$ cat src/rtl/nla_pkg.sv
// Shared types, constants and helpers for the piecewise-polynomial sequencer.
package nla_pkg;

    localparam int NW      = 12;
    localparam int MUL_LAT = 4;

    typedef enum logic [2:0] {
        S_IDLE,
        S_ISSUE,
        S_WAIT,
        S_ACC,
        S_DONE
    } state_t;

    // Default table [seg][k], sigmoid-like shape over four segments
    localparam logic [NW-1:0] COEF_DEF [4][4] = '{
        '{12'h800, 12'h3F0, 12'h010, 12'h000},
        '{12'h8F0, 12'h380, 12'h060, 12'h000},
        '{12'h9D0, 12'h2C0, 12'h0A0, 12'h000},
        '{12'hA80, 12'h1E0, 12'h0C0, 12'h000}
    };

    // Returns {overflow, clamped sum}
    function automatic logic [NW:0] sat_add(
        input logic [NW-1:0] a,
        input logic [NW-1:0] b
    );
        logic [NW:0] s;
        s = {1'b0, a} + {1'b0, b};
        return s[NW] ? {1'b1, {NW{1'b1}}} : s;
    endfunction

endpackage

$ cat src/rtl/nla_horner_seq_if.sv
// Argument, result and coefficient-write bundle of the Horner sequencer.
interface nla_horner_seq_if #(
    parameter int N        = 12,
    parameter int SEG_BITS = 2
);
    logic                in_valid;
    logic                in_ready;
    logic [N-1:0]        in_x;
    logic                out_valid;
    logic                out_ready;
    logic [N-1:0]        out_y;
    logic                out_sat;
    logic                cfg_we;
    logic [SEG_BITS+1:0] cfg_addr;
    logic [N-1:0]        cfg_data;

    modport master (
        output in_valid, in_x, out_ready,
        output cfg_we, cfg_addr, cfg_data,
        input  in_ready, out_valid, out_y, out_sat
    );

    modport slave (
        input  in_valid, in_x, out_ready,
        input  cfg_we, cfg_addr, cfg_data,
        output in_ready, out_valid, out_y, out_sat
    );
endinterface

$ cat src/rtl/r4booth_even.sv
// Unsigned radix-4 Booth multiplier, four falling-edge stages from operands to product.
module r4booth_even #(
    parameter int N = 12
) (
    input  logic           clkn_i,
    input  logic           rstn_i,
    input  logic [N-1:0]   i_a,
    input  logic [N-1:0]   i_b,
    output logic [2*N-1:0] o_prod
);
    localparam int ND   = N / 2 + 1;
    localparam int HALF = ND / 2;
    localparam int W    = 2 * N;

    logic [N+2:0] w_bx;
    logic [W-1:0] w_pp [ND];
    logic [W-1:0] r_pp [ND];
    logic [W-1:0] w_lo, w_hi;
    logic [W-1:0] r_lo, r_hi, r_sum, r_prod;

    // Two zero bits on top keep the unsigned operand's last digit non-negative
    assign w_bx = {2'b00, i_b, 1'b0};

    function automatic logic [W-1:0] booth_pp(
        input logic [N-1:0] a,
        input logic [2:0]   t
    );
        logic [W-1:0] ax;
        ax = W'(a);
        unique case (t)
            3'b001, 3'b010: booth_pp = ax;
            3'b011:         booth_pp = ax << 1;
            3'b100:         booth_pp = -(ax << 1);
            3'b101, 3'b110: booth_pp = -ax;
            default:        booth_pp = '0;
        endcase
    endfunction

    always_comb begin
        for (int i = 0; i < ND; i++) begin
            w_pp[i] = booth_pp(i_a, w_bx[2*i +: 3]) << (2 * i);
        end
    end

    always_comb begin
        w_lo = '0;
        w_hi = '0;
        for (int i = 0; i < HALF; i++) w_lo = w_lo + r_pp[i];
        for (int i = HALF; i < ND; i++) w_hi = w_hi + r_pp[i];
    end

    always_ff @(negedge clkn_i or negedge rstn_i) begin
        if (!rstn_i) begin
            for (int i = 0; i < ND; i++) r_pp[i] <= '0;
            r_lo   <= '0;
            r_hi   <= '0;
            r_sum  <= '0;
            r_prod <= '0;
        end else begin
            for (int i = 0; i < ND; i++) r_pp[i] <= w_pp[i];
            r_lo   <= w_lo;
            r_hi   <= w_hi;
            r_sum  <= r_lo + r_hi;
            r_prod <= r_sum;
        end
    end

    assign o_prod = r_prod;
endmodule

$ cat src/rtl/nla_horner_seq.sv
// Horner-rule piecewise-polynomial sequencer time-sharing one Booth multiplier.
module nla_horner_seq
    import nla_pkg::*;
#(
    parameter int N        = NW,
    parameter int DEG      = 2,
    parameter int SEG_BITS = 2
) (
    input  logic             clkn_i,
    input  logic             rstn_i,
    nla_horner_seq_if.slave  bus
);
    localparam int NSEG = 1 << SEG_BITS;
    localparam int CW   = $clog2(MUL_LAT) + 1;

    state_t              r_state;
    logic [N-1:0]        r_coef [NSEG][DEG+1];
    logic [N-1:0]        r_x, r_y, r_op_a, r_op_b;
    logic [N-1:0]        r_out_y;
    logic [SEG_BITS-1:0] r_seg;
    logic [1:0]          r_k;
    logic [CW-1:0]       r_cnt;
    logic                r_sat, r_out_sat;
    logic                r_in_ready, r_out_valid;

    logic [N-1:0]        w_prod_hi;
    logic [N-1:0]        w_unused_prod_lo;
    logic [N:0]          w_sum;
    logic [SEG_BITS-1:0] w_in_seg, w_wseg;
    logic [1:0]          w_wk;
    logic                w_accept;

    r4booth_even #(.N(N)) u_mul (
        .clkn_i (clkn_i),
        .rstn_i (rstn_i),
        .i_a    (r_op_a),
        .i_b    (r_op_b),
        .o_prod ({w_prod_hi, w_unused_prod_lo})
    );

    assign w_in_seg = bus.in_x[N-1 -: SEG_BITS];
    assign {w_wseg, w_wk} = bus.cfg_addr;
    assign w_accept = bus.in_valid && r_in_ready;
    assign w_sum = sat_add(w_prod_hi, r_coef[r_seg][r_k]);

    always_ff @(negedge clkn_i or negedge rstn_i) begin
        if (!rstn_i) begin
            for (int s = 0; s < NSEG; s++)
                for (int k = 0; k <= DEG; k++)
                    r_coef[s][k] <= N'(COEF_DEF[s % 4][k]);
        end else if (bus.cfg_we && r_state == S_IDLE
                     && int'(w_wk) <= DEG) begin
            r_coef[w_wseg][w_wk] <= bus.cfg_data;
        end
    end

    always_ff @(negedge clkn_i or negedge rstn_i) begin
        if (!rstn_i) begin
            r_state     <= S_IDLE;
            r_x         <= '0;
            r_y         <= '0;
            r_op_a      <= '0;
            r_op_b      <= '0;
            r_seg       <= '0;
            r_k         <= '0;
            r_cnt       <= '0;
            r_sat       <= 1'b0;
            r_out_y     <= '0;
            r_out_sat   <= 1'b0;
            r_out_valid <= 1'b0;
            r_in_ready  <= 1'b0;
        end else begin
            unique case (r_state)
                S_IDLE: begin
                    r_in_ready <= 1'b1;
                    if (w_accept) begin
                        r_x        <= bus.in_x;
                        r_seg      <= w_in_seg;
                        r_y        <= r_coef[w_in_seg][DEG];
                        r_k        <= 2'(DEG - 1);
                        r_sat      <= 1'b0;
                        r_in_ready <= 1'b0;
                        r_state    <= S_ISSUE;
                    end
                end
                S_ISSUE: begin
                    r_op_a  <= r_y;
                    r_op_b  <= r_x;
                    r_cnt   <= '0;
                    r_state <= S_WAIT;
                end
                S_WAIT: begin
                    if (r_cnt == CW'(MUL_LAT - 1)) r_state <= S_ACC;
                    else r_cnt <= r_cnt + 1'b1;
                end
                S_ACC: begin
                    r_y   <= w_sum[N-1:0];
                    r_sat <= r_sat | w_sum[N];
                    if (r_k == 2'd0) begin
                        r_out_y     <= w_sum[N-1:0];
                        r_out_sat   <= r_sat | w_sum[N];
                        r_out_valid <= 1'b1;
                        r_state     <= S_DONE;
                    end else begin
                        r_k     <= r_k - 1'b1;
                        r_state <= S_ISSUE;
                    end
                end
                S_DONE: begin
                    if (bus.out_ready) begin
                        r_out_valid <= 1'b0;
                        r_in_ready  <= 1'b1;
                        r_state     <= S_IDLE;
                    end
                end
                default: r_state <= S_IDLE;
            endcase
        end
    end

    assign bus.in_ready  = r_in_ready;
    assign bus.out_valid = r_out_valid;
    assign bus.out_y     = r_out_y;
    assign bus.out_sat   = r_out_sat;
endmodule

$ cat src/flat_wrapper.sv
// flat-port wrapper written by rule: the top's interface ports become plain ports
module nla_horner_seq_flat import nla_pkg::*;
#(
    parameter int N        = NW,
    parameter int DEG      = 2,
    parameter int SEG_BITS = 2
)
  (clkn_i, rstn_i, bus_in_valid, bus_in_x, bus_out_ready, bus_cfg_we, bus_cfg_addr, bus_cfg_data, bus_in_ready, bus_out_valid, bus_out_y, bus_out_sat);
  nla_horner_seq_if #(.N(N), .SEG_BITS(SEG_BITS)) bus_i ();
  input  logic clkn_i;
  input  logic rstn_i;
  input wire logic [$bits(bus_i.in_valid)-1:0] bus_in_valid;
  input wire logic [$bits(bus_i.in_x)-1:0] bus_in_x;
  input wire logic [$bits(bus_i.out_ready)-1:0] bus_out_ready;
  input wire logic [$bits(bus_i.cfg_we)-1:0] bus_cfg_we;
  input wire logic [$bits(bus_i.cfg_addr)-1:0] bus_cfg_addr;
  input wire logic [$bits(bus_i.cfg_data)-1:0] bus_cfg_data;
  output wire logic [$bits(bus_i.in_ready)-1:0] bus_in_ready;
  output wire logic [$bits(bus_i.out_valid)-1:0] bus_out_valid;
  output wire logic [$bits(bus_i.out_y)-1:0] bus_out_y;
  output wire logic [$bits(bus_i.out_sat)-1:0] bus_out_sat;
  assign bus_i.in_valid = bus_in_valid;
  assign bus_i.in_x = bus_in_x;
  assign bus_i.out_ready = bus_out_ready;
  assign bus_i.cfg_we = bus_cfg_we;
  assign bus_i.cfg_addr = bus_cfg_addr;
  assign bus_i.cfg_data = bus_cfg_data;
  assign bus_in_ready = bus_i.in_ready;
  assign bus_out_valid = bus_i.out_valid;
  assign bus_out_y = bus_i.out_y;
  assign bus_out_sat = bus_i.out_sat;
  nla_horner_seq #(.N(N), .DEG(DEG), .SEG_BITS(SEG_BITS)) u_core (.clkn_i(clkn_i), .rstn_i(rstn_i), .bus(bus_i));
endmodule
$ cat config.mk
export PLATFORM = sky130hd
export DESIGN_NAME = nla_horner_seq_flat
export DESIGN_NICKNAME = d
export VERILOG_FILES = /design/src/rtl/nla_pkg.sv /design/src/rtl/nla_horner_seq_if.sv /design/src/rtl/r4booth_even.sv /design/src/rtl/nla_horner_seq.sv /design/src/flat_wrapper.sv
export SDC_FILE = /design/constraint.sdc
export NUM_CORES = 1
export LEC_CHECK = 0
export CAP_MARGIN = 10
export CORE_MARGIN = 5
export CORE_UTILIZATION = 60
export CTS_BUF_LIST = sky130_fd_sc_hd__clkbuf_2
export DETAILED_ROUTE_END_ITERATION = 10
export DONT_BUFFER_PORTS = 1
export PLACE_DENSITY = 0.74
export SETUP_SLACK_MARGIN = 0.15
export SLEW_MARGIN = 30
export SYNTH_ARGS = -nofsm -noshare
export SYNTH_HDL_FRONTEND = slang
export SYNTH_SLANG_ARGS = --single-unit
$ cat constraint.sdc
create_clock -name clkn_i -period 5 [get_ports clkn_i]
set_input_delay 0.25 -clock clkn_i [delete_from_list [all_inputs] [get_ports clkn_i]]
set_output_delay 0.25 -clock clkn_i [all_outputs]
set_load 0.01 [all_outputs]
Yosys cells after proc, flatten, opt, wreduce, memory -nomap -nowiden
Index checks and enable logic that the tools add are counted.

Add/subtract/negate cells: 11. Order comparisons: 8. Equality and inequality tests: 44. Multiplexer cells: 42. Bitwise logic cells: 6. Reduce and logical (&&, ||, !) cells: 29.

Operator list (count): adder 24 bit (6); binary-select mux 36 bit (select 2 bit) (2); bitwise mux 144 bit (1); two-way mux 36 bit (3); case mux 22 bit (4 select lines) (1); two-way mux 12 bit (7); case mux 20 bit (4 select lines) (1); demux 36 bit (select 2 bit) (1); case mux 18 bit (4 select lines) (1); case mux 24 bit (3 select lines) (1); case mux 16 bit (4 select lines) (1); case mux 14 bit (4 select lines) (1); equality test 3 bit, second input constant (16); equality test 3 x 2 -> 1 bit, second input constant (13); binary-select mux 12 bit (select 2 bit) (1); demux 12 bit (select 2 bit) (1); negator 12 -> 24 bit (1); negator 13 -> 24 bit (1); case mux 12 bit (2 select lines) (1); OR reduction 2 bit (10); equality test 3 x 1 -> 1 bit, second input constant (6); greater-or-equal comparator 3 bit, second input constant (5); two-way mux 3 bit (5); NOT 2 -> 3 bit (5); other kinds (23) (49).

Register bits after elaboration: 440. Input bits: 33. Word-level logic and storage cells: 176.

Logic depth before layout (Yosys ltp)
Word-level depth: 11. Mapped depth: 14. Depth with buffers taken out: 11.

By module
From an unflattened synthesis, not the netlist that was laid out.

Cells, all modules: 1956. Area total of the unflattened synthesis: 22818.1 um^2.

Modules (own cells, without submodules): r4booth_even (times used 1, cells an instance 1223, area an instance 12325.6 um^2); nla_horner_seq (times used 1, cells an instance 733, area an instance 10492.6 um^2).

==> metrics.log <==
INFO  metric whs_path_depth = 0
INFO  metric crit_path_frequent_cell = sky130_fd_sc_hd__a21oi_1
INFO  metric floorplan.io_pins = 48
INFO  metric route.vias.total = 15200
INFO  metric synth_compound_area_share = 13.0%
INFO  metric ys_ff_latch = 396
INFO  metric drcViolationCount = 0
INFO  metric timing.final.crit_share = 84.6%
INFO  metric clkSinkCount = 396
INFO  metric grt_start_max_net_pins = 397
INFO  metric synthesis.area_per_instance = 11.2 sq um
INFO  metric route.detailed.vias_per_inst = 6.11
INFO  metric clk_latency = 0.97 ns
INFO  metric pin_slew_with_the_least_headroom_to_its_limit = 1.16 ns
INFO  metric route.antenna.remaining_nets = 0
INFO  metric post-synth-top-count-cell = sky130_fd_sc_hd__dfrtn_1
INFO  metric crit_fanout = 15
INFO  metric dr.max_layer_used = met5
INFO  metric worst_slew_margin_rel = 23.0%
INFO  metric first_pass_iters = 5
INFO  metric reg2reg_slack = 0.77 ns
INFO  metric cts-root-to-sink-buffers = 3
INFO  metric critPathArrivalTime = 7.38 ns
INFO  metric dpl_worst_slack = 0.707 ns
INFO  metric drt-total-wl = 51.6 mm
INFO  metric crit_path_top_delay_cell = sky130_fd_sc_hd__dfrtn_1
INFO  metric dieWidth = 199 um
INFO  metric hold_class = reg2reg
INFO  metric route.met2.wl = 24.9 mm
INFO  metric cts_clock_pin_slew_for_the_worst_setup_and_hold_paths = 0.08 ns
INFO  metric post_cts_resize_count = 0
INFO  metric post_synth_xor_area_fraction = 3.59%
INFO  metric finClkSkew = 0.151 ns
INFO  metric post_route_cells_drive_above_1_share = 22.6%
INFO  metric synth-warning-count = 0
INFO  metric syn_area = 21500 sq um
INFO  metric drt-met1-wl = 20.8 mm
INFO  metric global_route_wire_length_before_repair = 84.2 mm
INFO  metric via_count_of_the_first_global_routing_pass = 15700
INFO  metric routabilityCongestion = 0.970
INFO  metric clockRootBuffer = sky130_fd_sc_hd__clkbuf_2
INFO  metric synth_common_cells = 359 x sky130_fd_sc_hd__dfrtn_1, 174 x sky130_fd_sc_hd__mux2_2, 120 x sky130_fd_sc_hd__nor2_1
INFO  metric finalHoldViolCount = 0
INFO  metric design.core.area = 35500 sq um
INFO  metric crit_type = reg2reg
INFO  metric post_drt_wl_per_cell = 20.7 um
INFO  metric antenna_found_initial = 7
INFO  metric max_transition_viols_final = 0
INFO  metric rsz0062_at_grt = false
INFO  metric floorplan.initialDensity = 60.7%
INFO  metric synth_nets = 2065
INFO  metric rr_worst_depth = 11
INFO  metric dpl.hpwl = 36.3 mm
INFO  metric depth_of_the_cts_h_tree = 3
INFO  metric post_synth_and_or_nand_nor_area_fraction = 8.35%
INFO  metric netlist_top_cells_area = sky130_fd_sc_hd__dfrtn_1 42%, sky130_fd_sc_hd__mux2_2 9.1%, sky130_fd_sc_hd__mux4_2 5.0%, sky130_fd_sc_hd__dfstp_2 4.5%, sky130_fd_sc_hd__fa_1 4.2%
INFO  metric synth_enable_flop_cells = 0
INFO  metric path_cells = buf_4, mux4_2, mux2i_1, o22ai_1, ha_1, a21oi_1, o221ai_1, a21oi_1, o21ai_2, nor4_1, o21ai_0
INFO  metric placementRows = 69
INFO  metric flow.area_growth_from_synthesis = 5.85%
INFO  metric first_iter_violations = 1240
INFO  metric timing.critical_path.from_type = register
INFO  metric post_cts_buffers = 0
INFO  metric floorplan.die.height = 199 um
INFO  metric synth_top_cell_by_area = sky130_fd_sc_hd__dfrtn_1
INFO  metric wl_met3 = 3.54 mm
INFO  metric finalSetupViolations = 0
INFO  metric numCtsBuffers = 100
INFO  metric layout.nets = 2093
INFO  metric yosys.area.top_type_share = 41.7%
INFO  metric largest_family_of_logic_cells_by_synthesized_area = multiplexers
INFO  metric groute.usage.overall = 26.9%
INFO  metric yosys_most_used_dff = sky130_fd_sc_hd__dfrtn_1
INFO  metric number_of_inserted_filler_cells_in_the_final_layout = 2744
INFO  metric synthCells = 1917
INFO  metric fin_tns_setup = 0 ns
INFO  metric run_status = finished, final reports clean
INFO  metric layout_min_cycle_time = 4.23 ns
INFO  metric layout_setup_ws = 0.768 ns
INFO  metric cap_viol_max_count = 0
INFO  metric io_buffer_count = 0
INFO  metric setup.worst_path.end_class = register
INFO  metric postCtsHoldBufs = 0
INFO  metric worst_path_largest_cell_delay = 0.91 ns
INFO  metric cp.required = 8.14 ns
INFO  metric async_reset_ff_share = 100%
INFO  metric synthMuxAreaShare = 15.9%
INFO  metric yosys.area_share.adder = 8.26%
INFO  metric netlist-cell-type-count = 78
INFO  metric cts_tree = done
INFO  metric synth.yosys.seq_area_share = 46.3%
INFO  metric clock.fmax = 236 MHz
INFO  metric grt_remaining_overflow = 0
INFO  metric design.die.area = 39800 sq um
final cells by class:
type | count | area (sq um) | share of cell area (%)
Multi-Input combinational cell | 1267 | 10600 | 46.5
Clock buffer | 129 | 646 | 2.83
Clock inverter | 90 | 345 | 1.52
Sequential cell | 396 | 9960 | 43.7
Antenna cell | 3 | 7.51 | 0.0330
Tap cell | 461 | 577 | 2.53
Timing Repair Buffer | 29 | 225 | 0.989
Inverter | 114 | 428 | 1.88
critical path, delay by kind of cell (launching register included):
family	cells	cell delay (ns)
compound gates	6	1.27
flops	1	0.91
mux	2	0.70
buf+inv	1	0.39
simple gates	1	0.37
fa+ha+maj	1	0.35
path summary, 6_finish.rpt:
path | startpoint | end
max | u_core.r_seg[0]$_DFFE_NN0P_ | u_core.bus.out_y[9]$_DFFE_NN0P_
min | u_core.u_mul.r_sum[23]$_DFF_NN0_ | u_core.u_mul.o_prod[23]$_DFF_NN0_
max reg2reg | u_core.r_seg[0]$_DFFE_NN0P_ | u_core.bus.out_y[9]$_DFFE_NN0P_
min reg2reg | u_core.u_mul.r_sum[23]$_DFF_NN0_ | u_core.u_mul.o_prod[23]$_DFF_NN0_
max in group asynchronous | rstn_i | u_core.u_mul.r_pp[104]$_DFF_NN0_
min in group asynchronous | rstn_i | u_core.u_mul.r_sum[23]$_DFF_NN0_
per-layer routing:
metal,track usage (%),vias up
met1,35.2,7551
met3,6.00,142
met5,0,-
met4,12.4,4
li1,-,6934
met2,43.3,569
metrics by stage:
| stage | util (%) | std cells | instance area [sq um] | hold slack (ns) |
|---|---|---|---|---|
| 6_report | 64.2 | 2489 | 22800 | 0.295 |
| 2_1_floorplan | - | 1917 | 21500 | 0.292 |
| 4_1_cts | 64.1 | 2486 | 22800 | 0.279 |
| 5_1_grt | 64.2 | 2489 | 22800 | 0.288 |
| 3_3_place_gp | 61.3 | 2267 | 21800 | 0.297 |
| 3_5_place_dp | 61.4 | 2268 | 21800 | 0.295 |
cell usage in the layout (no fill, tap or decap), types with 25 or more instances in the layout:
master,n
sky130_fd_sc_hd__nand2_1,107
sky130_fd_sc_hd__mux4_2,48
sky130_fd_sc_hd__a21oi_1,106
sky130_fd_sc_hd__dfstp_2,37
sky130_fd_sc_hd__clkbuf_2,129
sky130_fd_sc_hd__nor2_1,120
sky130_fd_sc_hd__a221oi_1,40
sky130_fd_sc_hd__mux2_2,174
sky130_fd_sc_hd__buf_4,28
sky130_fd_sc_hd__xor2_1,26
sky130_fd_sc_hd__inv_1,158
sky130_fd_sc_hd__clkinv_1,31
sky130_fd_sc_hd__nor3_1,25
sky130_fd_sc_hd__dfrtn_1,359
sky130_fd_sc_hd__mux2i_1,39
sky130_fd_sc_hd__o21ai_0,116
sky130_fd_sc_hd__xnor2_1,52
sky130_fd_sc_hd__ha_1,70
sky130_fd_sc_hd__fa_1,45
logic make-up after synthesis:
family          after synthesis
buf+inv                     254
mux                         261
fa+ha+maj                   115
flops                       396
compound gates              434
simple gates                374
xor+xnor                     83
registers in the layout, indices dropped and copies added (netlist names), 2 cells and up:
name / cells
u_core.u_mul.o_prod: 12
u_core.r_op_b: 12
u_core.bus.out_y: 12
u_core.r_op_a: 12
u_core.r_cnt: 3
u_core.u_mul.r_pp: 120
u_core.u_mul.r_lo: 18
u_core.u_mul.r_sum: 12
u_core.r_seg: 2
u_core.u_mul.r_hi: 18
u_core.r_coef: 144
u_core.r_k: 2
u_core.r_state: 3
u_core.r_y: 12
u_core.r_x: 10
Power is left out: the tool's default activity adds up to more than one toggle a clock period on the data nets, which glitch-free logic cannot reach.
